### src/rtl/mem_stage.sv
// mem_stage: MEM stage of the RV32IM pipeline.
// Runs loads and stores over a req/ready data bus. While a transfer is in
// flight it stalls the upstream stages. It drives registered MEM/WB outputs
// and reports misaligned, illegal and bus-timeout faults.
//
// Bus handshake: dmem_req_o is registered. Once raised, req/we/addr/wdata/be
// hold steady until the slave answers. A transfer completes on the rising
// edge where dmem_req_o && dmem_ready_i; dmem_rdata_i is sampled on that same
// edge. dmem_ready_i is ignored while dmem_req_o is low.
module mem_stage #(
    parameter int unsigned MAX_WAIT = 255
) (
    input  logic        clk,
    input  logic        rst_n,
    input  logic        valid_i,
    input  logic [31:0] alu_result_i,
    input  logic [31:0] rs2_data_i,
    input  logic [2:0]  funct3_i,
    input  logic        mem_read_i,
    input  logic        mem_write_i,
    input  logic [4:0]  rd_addr_i,
    input  logic        reg_write_i,
    output logic        stall_o,
    output logic        dmem_req_o,
    output logic        dmem_we_o,
    output logic [31:0] dmem_addr_o,
    output logic [31:0] dmem_wdata_o,
    output logic [3:0]  dmem_be_o,
    input  logic        dmem_ready_i,
    input  logic [31:0] dmem_rdata_i,
    output logic [31:0] mem_wb_result_o,
    output logic [4:0]  rd_addr_o,
    output logic        reg_write_o,
    output logic        valid_o,
    output logic        fault_o,
    output logic [1:0]  fault_cause_o,
    output logic [31:0] fault_addr_o,
    output logic [1:0]  dbg_state_o
);

    localparam logic [1:0] S_IDLE   = 2'd0;
    localparam logic [1:0] S_ACCESS = 2'd1;
    localparam logic [1:0] S_DONE   = 2'd2;

    localparam logic [1:0] CAUSE_MISALIGNED = 2'b01;
    localparam logic [1:0] CAUSE_ILLEGAL    = 2'b10;
    localparam logic [1:0] CAUSE_TIMEOUT    = 2'b11;

    // Last no-ready cycle that is still allowed before timing out.
    localparam logic [7:0] WAIT_LAST = 8'(MAX_WAIT - 1);

    logic [1:0]  state;
    logic [7:0]  wait_cnt;
    logic [31:0] addr_q;
    logic [31:0] rdata_q;
    logic [2:0]  funct3_q;
    logic [4:0]  rd_q;
    logic        is_load_q;
    logic        reg_write_q;
    logic        timed_out_q;

    logic        is_mem;
    logic        is_illegal;
    logic        is_misaligned;
    logic        mem_ok;
    logic [3:0]  acc_be;
    logic [31:0] acc_wdata;
    logic [7:0]  ld_byte;
    logic [15:0] ld_half;
    logic [31:0] load_data;

    assign dbg_state_o = state;

    // Decode the instruction in EX/MEM: is it a memory op, and is it legal and aligned?
    always_comb begin
        is_mem        = valid_i && (mem_read_i || mem_write_i);
        is_illegal    = 1'b0;
        is_misaligned = 1'b0;
        if (mem_read_i && mem_write_i) begin
            is_illegal = 1'b1;
        end
        if (funct3_i == 3'd3 || funct3_i == 3'd6 || funct3_i == 3'd7) begin
            is_illegal = 1'b1;
        end
        // Stores have no unsigned variants.
        if (mem_write_i && (funct3_i == 3'd4 || funct3_i == 3'd5)) begin
            is_illegal = 1'b1;
        end
        if (funct3_i[1:0] == 2'b01 && alu_result_i[0]) begin
            is_misaligned = 1'b1;
        end
        if (funct3_i[1:0] == 2'b10 && alu_result_i[1:0] != 2'b00) begin
            is_misaligned = 1'b1;
        end
        mem_ok = is_mem && !is_illegal && !is_misaligned;
    end

    // Build lane-replicated write data and byte enables from the access size and offset.
    always_comb begin
        acc_be    = 4'b1111;
        acc_wdata = rs2_data_i;
        unique case (funct3_i[1:0])
            2'b00: begin
                acc_be    = 4'b0001 << alu_result_i[1:0];
                acc_wdata = {4{rs2_data_i[7:0]}};
            end
            2'b01: begin
                acc_be    = alu_result_i[1] ? 4'b1100 : 4'b0011;
                acc_wdata = {2{rs2_data_i[15:0]}};
            end
            default: begin
                acc_be    = 4'b1111;
                acc_wdata = rs2_data_i;
            end
        endcase
    end

    // Select the addressed byte/half of the captured read word, then sign- or zero-extend it.
    always_comb begin
        ld_byte = rdata_q[7:0];
        unique case (addr_q[1:0])
            2'd0: ld_byte = rdata_q[7:0];
            2'd1: ld_byte = rdata_q[15:8];
            2'd2: ld_byte = rdata_q[23:16];
            2'd3: ld_byte = rdata_q[31:24];
        endcase
        ld_half = addr_q[1] ? rdata_q[31:16] : rdata_q[15:0];
        unique case (funct3_q)
            3'd0:    load_data = {{24{ld_byte[7]}}, ld_byte};
            3'd1:    load_data = {{16{ld_half[15]}}, ld_half};
            3'd4:    load_data = {24'd0, ld_byte};
            3'd5:    load_data = {16'd0, ld_half};
            default: load_data = rdata_q;
        endcase
    end

    // Freeze upstream while a legal access is being accepted or is in flight.
    always_comb begin
        stall_o = (state == S_ACCESS) || (state == S_IDLE && mem_ok);
    end

    // Access FSM, bus request registers and MEM/WB output registers.
    always_ff @(posedge clk) begin
        if (!rst_n) begin
            state           <= S_IDLE;
            wait_cnt        <= 8'd0;
            addr_q          <= 32'd0;
            rdata_q         <= 32'd0;
            funct3_q        <= 3'd0;
            rd_q            <= 5'd0;
            is_load_q       <= 1'b0;
            reg_write_q     <= 1'b0;
            timed_out_q     <= 1'b0;
            dmem_req_o      <= 1'b0;
            dmem_we_o       <= 1'b0;
            dmem_addr_o     <= 32'd0;
            dmem_wdata_o    <= 32'd0;
            dmem_be_o       <= 4'd0;
            mem_wb_result_o <= 32'd0;
            rd_addr_o       <= 5'd0;
            reg_write_o     <= 1'b0;
            valid_o         <= 1'b0;
            fault_o         <= 1'b0;
            fault_cause_o   <= 2'd0;
            fault_addr_o    <= 32'd0;
        end else begin
            // fault_o is a pulse; MEM/WB sees a bubble unless a branch below loads it.
            fault_o <= 1'b0;
            valid_o <= 1'b0;
            unique case (state)
                S_IDLE: begin
                    if (mem_ok) begin
                        state        <= S_ACCESS;
                        wait_cnt     <= 8'd0;
                        timed_out_q  <= 1'b0;
                        addr_q       <= alu_result_i;
                        funct3_q     <= funct3_i;
                        rd_q         <= rd_addr_i;
                        is_load_q    <= mem_read_i;
                        reg_write_q  <= reg_write_i;
                        dmem_req_o   <= 1'b1;
                        dmem_we_o    <= mem_write_i;
                        dmem_addr_o  <= {alu_result_i[31:2], 2'b00};
                        dmem_wdata_o <= acc_wdata;
                        dmem_be_o    <= acc_be;
                        reg_write_o  <= 1'b0;
                    end else begin
                        valid_o         <= valid_i;
                        rd_addr_o       <= rd_addr_i;
                        mem_wb_result_o <= alu_result_i;
                        if (is_mem) begin
                            reg_write_o   <= 1'b0;
                            fault_o       <= 1'b1;
                            fault_cause_o <= is_illegal ? CAUSE_ILLEGAL : CAUSE_MISALIGNED;
                            fault_addr_o  <= alu_result_i;
                        end else begin
                            reg_write_o <= valid_i && reg_write_i;
                        end
                    end
                end
                S_ACCESS: begin
                    if (dmem_ready_i) begin
                        dmem_req_o <= 1'b0;
                        rdata_q    <= dmem_rdata_i;
                        state      <= S_DONE;
                    end else if (wait_cnt == WAIT_LAST) begin
                        dmem_req_o    <= 1'b0;
                        timed_out_q   <= 1'b1;
                        fault_o       <= 1'b1;
                        fault_cause_o <= CAUSE_TIMEOUT;
                        fault_addr_o  <= addr_q;
                        state         <= S_DONE;
                    end else begin
                        wait_cnt <= wait_cnt + 8'd1;
                    end
                end
                S_DONE: begin
                    valid_o         <= 1'b1;
                    rd_addr_o       <= rd_q;
                    reg_write_o     <= is_load_q && reg_write_q && !timed_out_q;
                    mem_wb_result_o <= is_load_q ? load_data : addr_q;
                    state           <= S_IDLE;
                end
                default: begin
                    state <= S_IDLE;
                end
            endcase
        end
    end

endmodule

### config.mk
export PLATFORM = sky130hd
export DESIGN_NAME = mem_stage
export DESIGN_NICKNAME = d
export VERILOG_FILES = /design/src/rtl/mem_stage.sv
export SDC_FILE = /design/constraint.sdc
export NUM_CORES = 1
export LEC_CHECK = 0
export BUFFER_PORTS_ARGS = -buffer_cell sky130_fd_sc_hd__buf_4
export CAP_MARGIN = 20
export CORE_MARGIN = 2
export CORE_UTILIZATION = 55
export CTS_BUF_LIST = sky130_fd_sc_hd__clkbuf_4
export CTS_CLUSTER_DIAMETER = 50
export DETAILED_ROUTE_END_ITERATION = 6
export PLACE_DENSITY_LB_ADDON = 0.05
export SLEW_MARGIN = 20
export SYNTH_ARGS = -nofsm -noshare
export SYNTH_HDL_FRONTEND = slang
export SYNTH_SLANG_ARGS = --single-unit
### constraint.sdc
create_clock -name clk -period 3.1 [get_ports clk]
set_clock_uncertainty 0.2 [all_clocks]
set_input_delay 0.31 -clock clk [delete_from_list [all_inputs] [get_ports clk]]
set_output_delay 0.31 -clock clk [all_outputs]
set_load 0.01 [all_outputs]
==> summary.md <==
The power per cell area is 421 nW/µm², and the floorplan die width is 136 µm. In this run the standard cell core region covers 17,200 µm². The die outline area was 18,500 µm²; the buffer and inverter count on the worst path was 4.

At the worst endpoint, the arrival time is 2.45 ns. The run finished with clean final reports. Traced cell by cell, the critical path runs through dlygate4sd3_1 -> buf_4 -> o21ai_1 -> o21a_2 -> nand3_2 -> buf_4 -> nand2_1 -> buf_4. The tool flagged a number of max-cap violations equal to 0. The maximum clock rate was 337 MHz. The clock network latency to the later pin of the worst-skew pair came out at 0.60 ns.

The worst hold path was traced through 3 stages. Via count of the first global-routing pass: 9,216. The count of state elements after synthesis was 197.

For the number of iterations in the first detailed-routing pass, the log shows 5. The kind of cell with the highest combined delay along the critical path is buffers and inverters. The slowest stage of the critical path is the dlygate4sd3_1 cell.

The worst hold path belongs to the class in -> reg. The initial cell density of the core came out at 55.9%. The area growth from synthesis to final layout was 33.0%; the post-synthesis async set-or-reset flop share was 0%. Summing every instance area after synthesis gives 9600 µm². The final layout contains 1,565 nets.

Entering global routing, the biggest net connects 62 pins. TritonCTS built the clock tree. The number of remaining DRC errors is 0, and the post-cts gate resize count is 0.

The tools report the number of endpoints with negative hold slack in the final report as 0. The floorplan has 48 rows. On the worst path, the slowest cell contributes a delay of 0.58 ns.

Among the stages of the critical path, the cell type that occurs most often is buf_4. The first global-routing pass estimated 48.5 mm of wire. The analysis attributes to cell leakage a power of 5.74 nW.

The library cell used most frequently in the layout, excluding fill and tap cells, is buf_4. Setup repair after global routing left no endpoint under its margin. The average vias per placed instance is 5.78.

The count of nets left with antenna violations after detail routing is 0, and the sequential fraction of the synthesis area is 41.1%. The congestion estimate from routability-driven global placement came to 0.943. The synthesized design contains 0 enable-type register cells.

In the final routed layout, each cell accounts on average for 18.9 µm. The setup path with the least slack is of type in -> out. The repair_antennas step left the layout with diodes totalling 0. Worst hold slack: 0.0455 ns. In the final layout, the share of cells above drive strength 1 is 24.9%. The count of pins over their slew limit is 0, and the violation count after the first detailed-routing iteration is 723. Global routing consumed, over all layers together, 33.6% of the routing resources. After routing, the total negative slack on setup checks comes to 0 ns. Yosys printed 0 warnings. The cell sitting at the root of the clock tree is a clkbuf_4. Count of different cell masters after synthesis: 70. The tools report the final wirelength as 31.9 mm. Clock tree synthesis found a total of 197 sinks. The tools report the highest ir drop seen on vdd as 0.314 mV. Fill cell instance count of the final layout: 1,313.

The most frequently used flop master after synthesis was dfxtp_1. Synthesis handed over a netlist of 1,168 instances. Leaving out fill and tap cells, the most frequent cells in the layout are 283 x buf_4, 262 x nand2_1, 197 x dfxtp_1. The TritonCTS buffer count came out at 17. STA classifies the critical path startpoint as an input port. The total half-perimeter wirelength after legalization and detailed placement was 21.5 mm; the final cycle utilization of the critical path was 95.6%. The run gives 0.75 ns as the reg-to-reg setup timing slack. STA classifies the critical path endpoint as an output pin.

The total overflow left after global routing is 0. The number of failing setup endpoints in the final timing report was 0. In this run the worst path has a maximum fanout of 42. The run gives 258 as the number of placed I/O pins.

STA puts the critical path data required time at 2.59 ns. The initial antenna violation count was 0. The worst path in the final design needs a cycle of 2.96 ns, including I/O delays and setup. In this run the number of cells on the critical path is 8. Counting cells, the worst reg-to-reg path comes to 5. Each instance of the synthesized netlist takes up on average 8.22 µm². The routed layout has 9,762 vias. The number of buffers on the longest clock path was 2; the number of I/O port buffers was 255. Clock transition at the register clock pins on the worst setup and hold paths after CTS: 0.15 ns. The tools report the deepest level of the CTS H-tree as 4. For the pin with the worst max-slew slack, the measured transition is 0.738 ns. The worst pin sits at a relative slew slack of 50.6%.

The die outline height came out at 136 µm.
-- tightest hold or removal path, stage by stage --
cell	delay [ns]
buf_4	0.10
inv_2	0.23
nor2_1	0.17
-- layer usage --
metal	vias to the layer above	global-route usage (%)	part of all wire (%)
li1	4622	-	-
met1	4587	40.9	39
met2	471	58.0	49
met3	82	6.71	7.9
met4	0	13.9	3.6
met5	-	0	0
-- power by group --
group / internal [mW] / switching (mW) / total [mW]
Combinational: 0.537 / 0.551 / 1.09
Sequential: 2.67 / 0.104 / 2.78
Clock: 0.568 / 0.939 / 1.51
Total: 3.78 / 1.59 / 5.37
-- registers in the layout (all words and copies together) (netlist names), 2 cells and up --
name,cells
funct3_q,3
fault_addr_o,32
mem_wb_result_o,32
wait_cnt,8
dbg_state_o,2
rd_addr_o,5
rd_q,5
dmem_wdata_o,32
rdata_q,32
addr_q,32
dmem_be_o,4
fault_cause_o,2
-- cells by family after synthesis --
logic type               Yosys count  share of synthesized area (%)
multiplexers                      48                           5.07
flip-flops                       197                           41.1
AO/OA/AOI/OAI                    367                           27.0
buffers and inverters            158                           8.46
adder cells (fa/ha/maj)            2                          0.261
other                              1                         0.0391
AND/OR/NAND/NOR                  389                           17.5
XOR/XNOR                           6                          0.547
-- area by class of cell --
type / instances / area (µm²) / area share, %
well taps: 225 / 282 / 2.21
repair buffers: 395 / 3280 / 25.7
flip-flops and latches: 197 / 3940 / 30.9
clock buffers: 17 / 128 / 1.00
clock inverters: 14 / 174 / 1.36
inverters: 27 / 101 / 0.794
multi-input cells: 814 / 4860 / 38.1
-- cell usage after synthesis, drive strengths merged (3+ instances only) --
cell	instances	area [µm²]
o211a	40	400
nor2	50	188
o21a	5	38.8
a21o	4	30.0
a21oi	114	612
a221oi	5	43.8
o311ai	3	33.8
dfxtp	197	3940
nand4	4	25.0
o22ai	3	18.8
o221ai	11	96.3
and2	4	26.3
clkbuf	56	210
nor3	23	140
o211ai	10	75.1
xor2	4	35.0
nor2b	16	100
o21ai	94	470
a21boi	21	158
mux2i	46	460
a211oi	6	45.0
and3	4	25.0
a41o	4	40.0
buf	75	500
a31oi	7	58.8
a311oi	15	205
nand2	263	990
nand2b	7	43.8
inv	27	101
o221a	16	180
nand3	6	30.0
-- repair_timing --
action                                 in CTS  in global routing
hold buffers                              109                  0
endpoints found under the hold margin     179                  0
buffers inserted                            0                  0
-- final timing paths --
| path | from | end |
|---|---|---|
| worst max-delay path | funct3_i[1] | stall_o |
| worst min-delay path | rst_n | reg_write_o$_SDFFE_PN0P_ |
| worst max register to register | addr_q[1]$_SDFFE_PN0P_ | mem_wb_result_o[8]$_SDFFE_PN0P_ |
| worst min register to register | mem_wb_result_o[6]$_SDFFE_PN0P_ | mem_wb_result_o[6]$_SDFFE_PN0P_ |
-- through the flow --
stage	worst slack, ns	util (%)	cell area [µm²]	cells	total power, mW
after floorplan	1.20	-	9600	1169	3.33
after detailed placement	0.783	66.2	11400	1549	3.79
after global placement	0.802	66.2	11400	1549	3.77
after global routing	0.0783	74.3	12800	1689	5.57
after CTS	0.241	74.3	12800	1689	5.36
final	0.136	74.3	12800	1689	5.37
Note: power is estimated with default switching activity, not from simulation.
